### src/rtl/boid_fb_writer_if.sv
// Bundles the boid slot-update port and the pixel RAM write port of the
// boid framebuffer writer. The writer uses the master modport: it drives
// the RAM write bus and receives slot updates. The parent uses slave.
interface boid_fb_writer_if #(
    parameter int ADDR_WIDTH = 19,
    parameter int DATA_WIDTH = 9,
    parameter int IDX_W      = 4
);
    logic                  pos_we;
    logic [IDX_W-1:0]      pos_idx;
    logic [9:0]            pos_x;
    logic [8:0]            pos_y;
    logic                  pos_en;
    logic [ADDR_WIDTH-1:0] wr_addr;
    logic [DATA_WIDTH-1:0] wr_data;
    logic                  wr_en;

    modport master (
        input  pos_we, pos_idx, pos_x, pos_y, pos_en,
        output wr_addr, wr_data, wr_en
    );

    modport slave (
        output pos_we, pos_idx, pos_x, pos_y, pos_en,
        input  wr_addr, wr_data, wr_en
    );
endinterface

### src/rtl/boid_fb_writer.sv
// Boid framebuffer writer. Once per frame it erases every boid's previous
// square with the background index, then draws every boid's current square
// with the boid index, one pixel slot per clock. Every slot costs exactly one
// cycle whether or not it writes, so frame timing is fixed.
module boid_fb_writer #(
    parameter int NUM_BOIDS  = 16,
    parameter int WIDTH      = 640,
    parameter int HEIGHT     = 480,
    parameter int ADDR_WIDTH = 19,
    parameter int DATA_WIDTH = 9,
    parameter int BOID_SIZE  = 2,
    parameter int BG_COLOR   = 31,
    parameter int BOID_COLOR = 42
) (
    input  logic                   clk,
    input  logic                   reset,
    input  logic                   frame_start,
    boid_fb_writer_if.master       fb,
    output logic                   busy,
    output logic                   frame_done,
    output logic                   overrun
);
    localparam int IDX_W = $clog2(NUM_BOIDS);
    localparam int SQ    = BOID_SIZE * BOID_SIZE;
    localparam int SLOTS = NUM_BOIDS * SQ;
    localparam int K_W   = $clog2(SLOTS);
    localparam logic [K_W-1:0] K_LAST = K_W'(SLOTS - 1);

    typedef enum logic [1:0] {
        ST_IDLE  = 2'd0,
        ST_ERASE = 2'd1,
        ST_DRAW  = 2'd2,
        ST_DONE  = 2'd3
    } state_t;

    // Shadow table (written any time), snapshot for this frame, last frame.
    logic [9:0]           sh_x_r   [NUM_BOIDS];
    logic [8:0]           sh_y_r   [NUM_BOIDS];
    logic [NUM_BOIDS-1:0] sh_en_r;
    logic [9:0]           cur_x_r  [NUM_BOIDS];
    logic [8:0]           cur_y_r  [NUM_BOIDS];
    logic [NUM_BOIDS-1:0] cur_en_r;
    logic [9:0]           prev_x_r [NUM_BOIDS];
    logic [8:0]           prev_y_r [NUM_BOIDS];
    logic [NUM_BOIDS-1:0] prev_en_r;

    state_t                state_r;
    logic [K_W-1:0]        k_r;
    logic                  fs_d_r;
    logic                  busy_r;
    logic                  frame_done_r;
    logic                  overrun_r;
    logic [ADDR_WIDTH-1:0] wr_addr_r;
    logic [DATA_WIDTH-1:0] wr_data_r;
    logic                  wr_en_r;

    logic                  fs_edge_s;
    logic [IDX_W-1:0]      boid_s;
    logic [10:0]           dx_s;
    logic [9:0]            dy_s;
    logic [9:0]            sel_x_s;
    logic [8:0]            sel_y_s;
    logic                  sel_en_s;
    logic [10:0]           px_s;
    logic [9:0]            py_s;
    logic                  vis_s;
    logic [ADDR_WIDTH-1:0] addr_s;
    logic [DATA_WIDTH-1:0] data_s;

    assign fs_edge_s  = frame_start & ~fs_d_r;
    assign fb.wr_addr = wr_addr_r;
    assign fb.wr_data = wr_data_r;
    assign fb.wr_en   = wr_en_r;
    assign busy       = busy_r;
    assign frame_done = frame_done_r;
    assign overrun    = overrun_r;

    // Delayed frame_start for rising-edge detection.
    always_ff @(posedge clk) begin
        if (reset) begin
            fs_d_r <= 1'b0;
        end else begin
            fs_d_r <= frame_start;
        end
    end

    // Shadow table: slot updates accepted at any time, including while busy.
    always_ff @(posedge clk) begin
        if (reset) begin
            for (int i = 0; i < NUM_BOIDS; i++) begin
                sh_x_r[i] <= 10'd0;
                sh_y_r[i] <= 9'd0;
            end
            sh_en_r <= {NUM_BOIDS{1'b0}};
        end else if (fb.pos_we) begin
            sh_x_r[fb.pos_idx]  <= fb.pos_x;
            sh_y_r[fb.pos_idx]  <= fb.pos_y;
            sh_en_r[fb.pos_idx] <= fb.pos_en;
        end
    end

    // Decode the current slot into a pixel: boid index, offsets, clip, address.
    always_comb begin
        boid_s = IDX_W'(32'(k_r) / SQ);
        dx_s   = 11'((32'(k_r) % SQ) % BOID_SIZE);
        dy_s   = 10'((32'(k_r) % SQ) / BOID_SIZE);
        if (state_r == ST_ERASE) begin
            sel_x_s  = prev_x_r[boid_s];
            sel_y_s  = prev_y_r[boid_s];
            sel_en_s = prev_en_r[boid_s];
            data_s   = DATA_WIDTH'(BG_COLOR);
        end else begin
            sel_x_s  = cur_x_r[boid_s];
            sel_y_s  = cur_y_r[boid_s];
            sel_en_s = cur_en_r[boid_s];
            data_s   = DATA_WIDTH'(BOID_COLOR);
        end
        // Widened by one bit so pixels past the right/bottom edge clip instead of wrapping.
        px_s   = {1'b0, sel_x_s} + dx_s;
        py_s   = {1'b0, sel_y_s} + dy_s;
        vis_s  = sel_en_s & (px_s < 11'(WIDTH)) & (py_s < 10'(HEIGHT));
        addr_s = ADDR_WIDTH'(32'(px_s) + 32'(WIDTH) * 32'(py_s));
    end

    // Frame sequencer with registered write port and status outputs.
    always_ff @(posedge clk) begin
        if (reset) begin
            state_r      <= ST_IDLE;
            k_r          <= {K_W{1'b0}};
            busy_r       <= 1'b0;
            frame_done_r <= 1'b0;
            overrun_r    <= 1'b0;
            wr_addr_r    <= {ADDR_WIDTH{1'b0}};
            wr_data_r    <= {DATA_WIDTH{1'b0}};
            wr_en_r      <= 1'b0;
            for (int i = 0; i < NUM_BOIDS; i++) begin
                cur_x_r[i]  <= 10'd0;
                cur_y_r[i]  <= 9'd0;
                prev_x_r[i] <= 10'd0;
                prev_y_r[i] <= 9'd0;
            end
            cur_en_r  <= {NUM_BOIDS{1'b0}};
            prev_en_r <= {NUM_BOIDS{1'b0}};
        end else begin
            // A new frame request while one is in flight is dropped but remembered.
            overrun_r <= overrun_r | (fs_edge_s & busy_r);
            case (state_r)
                ST_IDLE: begin
                    wr_en_r      <= 1'b0;
                    frame_done_r <= 1'b0;
                    if (fs_edge_s) begin
                        cur_x_r  <= sh_x_r;
                        cur_y_r  <= sh_y_r;
                        cur_en_r <= sh_en_r;
                        k_r      <= {K_W{1'b0}};
                        busy_r   <= 1'b1;
                        state_r  <= ST_ERASE;
                    end
                end
                ST_ERASE: begin
                    wr_en_r   <= vis_s;
                    wr_addr_r <= addr_s;
                    wr_data_r <= data_s;
                    if (k_r == K_LAST) begin
                        k_r     <= {K_W{1'b0}};
                        state_r <= ST_DRAW;
                    end else begin
                        k_r <= k_r + {{(K_W-1){1'b0}}, 1'b1};
                    end
                end
                ST_DRAW: begin
                    wr_en_r   <= vis_s;
                    wr_addr_r <= addr_s;
                    wr_data_r <= data_s;
                    if (k_r == K_LAST) begin
                        k_r          <= {K_W{1'b0}};
                        frame_done_r <= 1'b1;
                        state_r      <= ST_DONE;
                    end else begin
                        k_r <= k_r + {{(K_W-1){1'b0}}, 1'b1};
                    end
                end
                ST_DONE: begin
                    wr_en_r      <= 1'b0;
                    frame_done_r <= 1'b0;
                    busy_r       <= 1'b0;
                    prev_x_r     <= cur_x_r;
                    prev_y_r     <= cur_y_r;
                    prev_en_r    <= cur_en_r;
                    state_r      <= ST_IDLE;
                end
                default: begin
                    wr_en_r      <= 1'b0;
                    frame_done_r <= 1'b0;
                    busy_r       <= 1'b0;
                    state_r      <= ST_IDLE;
                end
            endcase
        end
    end
endmodule
### src/flat_wrapper.sv
// flat-port wrapper written by rule: the top's interface ports become plain ports
module boid_fb_writer_flat 
#(
    parameter int NUM_BOIDS  = 16,
    parameter int WIDTH      = 640,
    parameter int HEIGHT     = 480,
    parameter int ADDR_WIDTH = 19,
    parameter int DATA_WIDTH = 9,
    parameter int BOID_SIZE  = 2,
    parameter int BG_COLOR   = 31,
    parameter int BOID_COLOR = 42
)
  (clk, reset, frame_start, busy, frame_done, overrun, fb_pos_we, fb_pos_idx, fb_pos_x, fb_pos_y, fb_pos_en, fb_wr_addr, fb_wr_data, fb_wr_en);
  boid_fb_writer_if #(.ADDR_WIDTH(ADDR_WIDTH), .DATA_WIDTH(DATA_WIDTH)) fb_i ();
  input  logic clk;
  input  logic reset;
  input  logic frame_start;
  output logic busy;
  output logic frame_done;
  output logic overrun;
  input wire logic [$bits(fb_i.pos_we)-1:0] fb_pos_we;
  input wire logic [$bits(fb_i.pos_idx)-1:0] fb_pos_idx;
  input wire logic [$bits(fb_i.pos_x)-1:0] fb_pos_x;
  input wire logic [$bits(fb_i.pos_y)-1:0] fb_pos_y;
  input wire logic [$bits(fb_i.pos_en)-1:0] fb_pos_en;
  output wire logic [$bits(fb_i.wr_addr)-1:0] fb_wr_addr;
  output wire logic [$bits(fb_i.wr_data)-1:0] fb_wr_data;
  output wire logic [$bits(fb_i.wr_en)-1:0] fb_wr_en;
  assign fb_i.pos_we = fb_pos_we;
  assign fb_i.pos_idx = fb_pos_idx;
  assign fb_i.pos_x = fb_pos_x;
  assign fb_i.pos_y = fb_pos_y;
  assign fb_i.pos_en = fb_pos_en;
  assign fb_wr_addr = fb_i.wr_addr;
  assign fb_wr_data = fb_i.wr_data;
  assign fb_wr_en = fb_i.wr_en;
  boid_fb_writer #(.NUM_BOIDS(NUM_BOIDS), .WIDTH(WIDTH), .HEIGHT(HEIGHT), .ADDR_WIDTH(ADDR_WIDTH), .DATA_WIDTH(DATA_WIDTH), .BOID_SIZE(BOID_SIZE), .BG_COLOR(BG_COLOR), .BOID_COLOR(BOID_COLOR)) u_core (.clk(clk), .reset(reset), .frame_start(frame_start), .fb(fb_i), .busy(busy), .frame_done(frame_done), .overrun(overrun));
endmodule
### config.mk
export PLATFORM = sky130hd
export DESIGN_NAME = boid_fb_writer_flat
export DESIGN_NICKNAME = d
export VERILOG_FILES = /design/src/rtl/boid_fb_writer_if.sv /design/src/rtl/boid_fb_writer.sv /design/src/flat_wrapper.sv
export SDC_FILE = /design/constraint.sdc
export NUM_CORES = 2
export LEC_CHECK = 0
export CAP_MARGIN = 10
export CORE_MARGIN = 1
export CORE_UTILIZATION = 45
export CTS_CLUSTER_SIZE = 20
export DETAILED_ROUTE_END_ITERATION = 7
export PLACE_DENSITY = 0.66
export SETUP_SLACK_MARGIN = 0.05
export SLEW_MARGIN = 20
export SYNTH_ARGS = -nofsm -noshare
export SYNTH_HDL_FRONTEND = slang
export SYNTH_SLANG_ARGS = --single-unit
### constraint.sdc
create_clock -name clk -period 9 [get_ports clk]
set_clock_uncertainty 0.2 [all_clocks]
set_input_delay 1.8 -clock clk [delete_from_list [all_inputs] [get_ports clk]]
set_output_delay 1.8 -clock clk [all_outputs]
set_load 0.05 [all_outputs]
==> impl_summary.txt <==
----------------------------------------------------
[Critical path]
  Largest driver fanout on the critical path ... 47
  Worst setup SP type ... flip-flop
  FF-to-FF End ... u_core.fb.wr_addr[18]
  Worst setup endpoint ... u_core.fb.wr_addr[18]
  Startpoint of the most critical setup path ... u_core.k_r[3]
  Category of the worst setup path capture point ... flip-flop
  CP Data Arrival Time ... 6.96 ns
  Type of the setup path with the least slack ... flip-flop to flip-flop
  R2R Path Start ... u_core.k_r[3]
  Data required time at the worst endpoint ... 9.33 ns
  Reg2reg setup slack ... 2.37 ns
  R2r worst-path depth ... 20

[Timing]
  Accumulated negative setup slack ... 0 ns
  Slew Viols, Final ... 0
  Hold Fails Final Rpt ... 0
  Fraction of the cycle the final worst path needs ... 73.67%
  Peak clock frequency supported by timing ... 150.8 MHz
  Worst slack on hold paths ... 0.2415 ns
  Final critical-path required period ... 6.630 ns
  Worst slew slack as a fraction of its limit ... 15.24%
  Unrepaired setup endpoints after global routing ... no
  Slew of the pin with the lowest slew margin ... 1.268 ns
  Count of final setup violators ... 0

[Place]
  Number of cells after detailed placement ... 5,418
  PortBufs ... 56
  Global placement routability congestion ... 0.8087
  Final HPWL DP ... 63,520 um

[Logic synthesis]
  Unique masters post-synth ... 69
  Seq cells post-synth ... 995
  Post-synthesis instance area ... 0.04087 mm^2
  Fraction of synthesized cell area taken by the top area cell type ... 48.74%
  Largest cells by area after synthesis ... sky130_fd_sc_hd__dfxtp_1 (49%), sky130_fd_sc_hd__nand2_1 (12%), sky130_fd_sc_hd__mux2i_1 (8.9%)
  Synthesized netlist cell count ... 4,531
  Mapped Avg Cell Area ... 9.020 um^2
  Fraction of registers with async set/reset ... 0%
  Predominant post-synthesis flop cell ... sky130_fd_sc_hd__dfxtp_1
  Post-synth EDFFs ... 0
  Post-synthesis cell type with the largest combined area ... sky130_fd_sc_hd__dfxtp_1
  Register area share after synthesis ... 48.74%
  Synth warnings ... 0

[Layout]
  Leading cell type in the layout, fill and taps excluded ... sky130_fd_sc_hd__nand2_1
  Share of final-layout standard cells stronger than drive strength 1 ... 9.260%
  Final core utilization ... 50.03%
  Final net count ... 4,399
  P&R area growth vs syn ... 10.19%
  Commonest non-fill, non-tap cells in the layout ... sky130_fd_sc_hd__nand2_1 (1,309), sky130_fd_sc_hd__dfxtp_1 (991), sky130_fd_sc_hd__a21oi_1 (654), sky130_fd_sc_hd__nor2_1 (379), sky130_fd_sc_hd__mux2i_1 (364)
  Layout Cells excl Fill ... 5,594

[Die]
  Total number of placement rows ... 110
  Core Footprint ... 0.09001 mm^2
  Number of top-level pins ... 60
  Y dimension of the die ... 303.4 um
  Die area ... 0.09203 mm^2
  Die Span X ... 303.4 um
  Effective utilization at floorplan ... 45.40%

[Detailed routing]
  Met2 routed WL ... 50,530 um
  Routed length per placed instance ... 20.04 um
  Remaining antenna violation count after routing ... 0
  Routed via count ... 31,110
  Total Wirelength ... 112,100 um
  DR vias/cell ... 5.562
  Number of DRC markers in iteration 0 ... 3,113
  Number of optimization iterations in the first detailed-route pass ... 7
  DRC violations left ... 2
  Top layer used by detailed routing ... met4
  Met1 WL ... 50,510 um
  Routed wire length on met3 ... 8170 um

[GRT]
  Global-route wire length before repair ... 171,400 um
  Vias in the first global route ... 28,920
  All-Layer GR Usage ... 24.15%
  Pin count of the biggest net entering global routing ... 233
  Overflow left after global routing ... 0
  Initial antenna violation count ... 1

[Job]
  Number of maximum-capacitance violations ... 0

[Clock tree]
  Clock tree root driver cell ... sky130_fd_sc_hd__clkbuf_16
  Maximum root-to-sink buffer count ... 3
  Number of H-tree levels ... 3
  Clock-pin slew on the worst setup and hold paths ... 0.06 ns
  Sink Count ... 995
  Clock tree from TritonCTS ... yes
  Setup bufs post-CTS ... 0
  Total of hold buffers inserted after clock tree synthesis ... 0
  Resized Gates After CTS ... 0
  Number of buffers added by the clock tree synthesis step ... 97
  Later-pin clock latency in the skew report ... 0.65 ns

[Power]
  Static leakage ... 14.32 nW
  Total power divided by cell area ... 223.8 mW/mm^2
  Largest voltage drop on the vdd net ... 0.1511 mV

[Run status]
  Status ... finished with violations
  Violations in the final reports ... design-rule violations

[Hold path]
  Hold Path Class ... flip-flop to flip-flop

----------------------------------------------------
## metrics by stage
stage          power (mW)  cell area (um^2)  setup slack [ns]
2_1_floorplan       5.689             40880             2.193
3_3_place_gp        6.120             41810             2.393
3_5_place_dp        6.129             41840             2.292
4_1_cts             10.14             45000             2.233
5_1_grt             10.44             45030             2.038
6_report            10.08             45030             2.370
## how the worst min path moves through the flow
stage                  startpoint             endpoint  slack, ns  cells after the start
2_1_floorplan  u_core.sh_x_r[104]  u_core.cur_x_r[104]       0.23                      2
3_3_place_gp    u_core.sh_x_r[67]   u_core.cur_x_r[67]       0.24                      2
3_5_place_dp    u_core.sh_y_r[64]   u_core.cur_y_r[64]       0.24                      2
4_1_cts         u_core.sh_x_r[97]   u_core.cur_x_r[97]       0.24                      2
5_1_grt        u_core.sh_y_r[100]  u_core.cur_y_r[100]       0.26                      2
6_report       u_core.sh_x_r[124]  u_core.cur_x_r[124]       0.24                      2
## flip-flops by register name, summed over array words and instances, names as in the netlist, 2 cells and up
signal             cells
u_core.cur_x_r       160
u_core.prev_x_r      160
u_core.sh_x_r        160
u_core.cur_y_r       144
u_core.prev_y_r      144
u_core.sh_y_r        144
u_core.fb.wr_addr     19
u_core.cur_en_r       16
u_core.prev_en_r      16
u_core.sh_en_r        16
u_core.k_r             6
u_core.fb.wr_data      3
u_core.state_r         2
## cells by family after synthesis
family / synth area share, %
compound gates: 9.546
xor+xnor: 0.5939
fa+ha+maj: 0.9491
buf+inv: 4.222
flops: 48.74
mux: 18.95
other cells: 0.009176
simple gates: 16.99
## critical path, stage by stage (launching register included)
cell and delay [ns]:
sky130_fd_sc_hd__dfxtp_4 0.75, sky130_fd_sc_hd__buf_4 0.45, sky130_fd_sc_hd__buf_4 0.61, sky130_fd_sc_hd__mux4_2 0.40, sky130_fd_sc_hd__mux4_2 0.49, sky130_fd_sc_hd__mux2i_1 0.51
sky130_fd_sc_hd__or2_2 0.22, sky130_fd_sc_hd__nand2b_1 0.14, sky130_fd_sc_hd__nor3_1 0.07, sky130_fd_sc_hd__xor2_1 0.24, sky130_fd_sc_hd__inv_1 0.08, sky130_fd_sc_hd__ha_1 0.35
sky130_fd_sc_hd__o21ai_0 0.20, sky130_fd_sc_hd__nor2_1 0.09, sky130_fd_sc_hd__o21ai_0 0.23, sky130_fd_sc_hd__nor4_1 0.14, sky130_fd_sc_hd__maj3_1 0.36, sky130_fd_sc_hd__or2_2 0.27
sky130_fd_sc_hd__a31oi_1 0.19, sky130_fd_sc_hd__a2111oi_0 0.10, sky130_fd_sc_hd__a2111oi_1 0.36
## final cells by class
type                            instances  area [um^2]
Antenna cell                            1        2.502
Clock buffer                          145         2900
Clock inverter                         29        265.3
Fill cell                            8362        44980
Inverter                               14        52.55
Multi-Input combinational cell       3133        19390
Sequential cell                       995        19930
Tap cell                             1176         1471
Timing Repair Buffer                  101         1022
## layer usage
| layer | vias up | GRT usage, % |
|---|---|---|
| met5 | - | 0 |
| met4 | 0 | 7.524 |
| met3 | 171 | 3.670 |
| met2 | 977 | 38.07 |
| met1 | 15120 | 34.06 |
| li1 | 14840 | - |
## cells in the mapped netlist (2+ instances only)
master and instances:
sky130_fd_sc_hd__o221ai_1 7, sky130_fd_sc_hd__ha_1 27, sky130_fd_sc_hd__o22ai_1 2, sky130_fd_sc_hd__a22o_1 5, sky130_fd_sc_hd__nand3_1 16, sky130_fd_sc_hd__nand2_1 1316
sky130_fd_sc_hd__and2_1 9, sky130_fd_sc_hd__buf_1 36, sky130_fd_sc_hd__mux4_2 158, sky130_fd_sc_hd__buf_12 5, sky130_fd_sc_hd__inv_1 13, sky130_fd_sc_hd__buf_2 12
sky130_fd_sc_hd__mux2i_1 364, sky130_fd_sc_hd__a21oi_1 654, sky130_fd_sc_hd__dfxtp_1 995, sky130_fd_sc_hd__mux2_2 4, sky130_fd_sc_hd__xnor2_1 16, sky130_fd_sc_hd__nand2b_1 6
sky130_fd_sc_hd__buf_6 7, sky130_fd_sc_hd__buf_4 12, sky130_fd_sc_hd__mux4_1 19, sky130_fd_sc_hd__a22oi_1 6, sky130_fd_sc_hd__a31oi_1 2, sky130_fd_sc_hd__o21a_1 2
sky130_fd_sc_hd__o211a_1 2, sky130_fd_sc_hd__nor2b_1 14, sky130_fd_sc_hd__nor3b_1 2, sky130_fd_sc_hd__clkbuf_1 318, sky130_fd_sc_hd__xor2_1 9, sky130_fd_sc_hd__or2_2 9
sky130_fd_sc_hd__a32oi_1 2, sky130_fd_sc_hd__nor2_1 387, sky130_fd_sc_hd__o21ai_0 17, sky130_fd_sc_hd__fa_1 2, sky130_fd_sc_hd__nor3_1 15, sky130_fd_sc_hd__a211oi_1 20
sky130_fd_sc_hd__a21o_1 5, sky130_fd_sc_hd__nand3b_1 5
## power by group
group / switching (mW) / internal (mW)
Sequential: 0.0481 / 4.47
Clock: 1.71 / 2.33
Combinational: 1.09 / 0.429
Total: 2.84 / 7.23
Power figures use the tool's default switching activity.
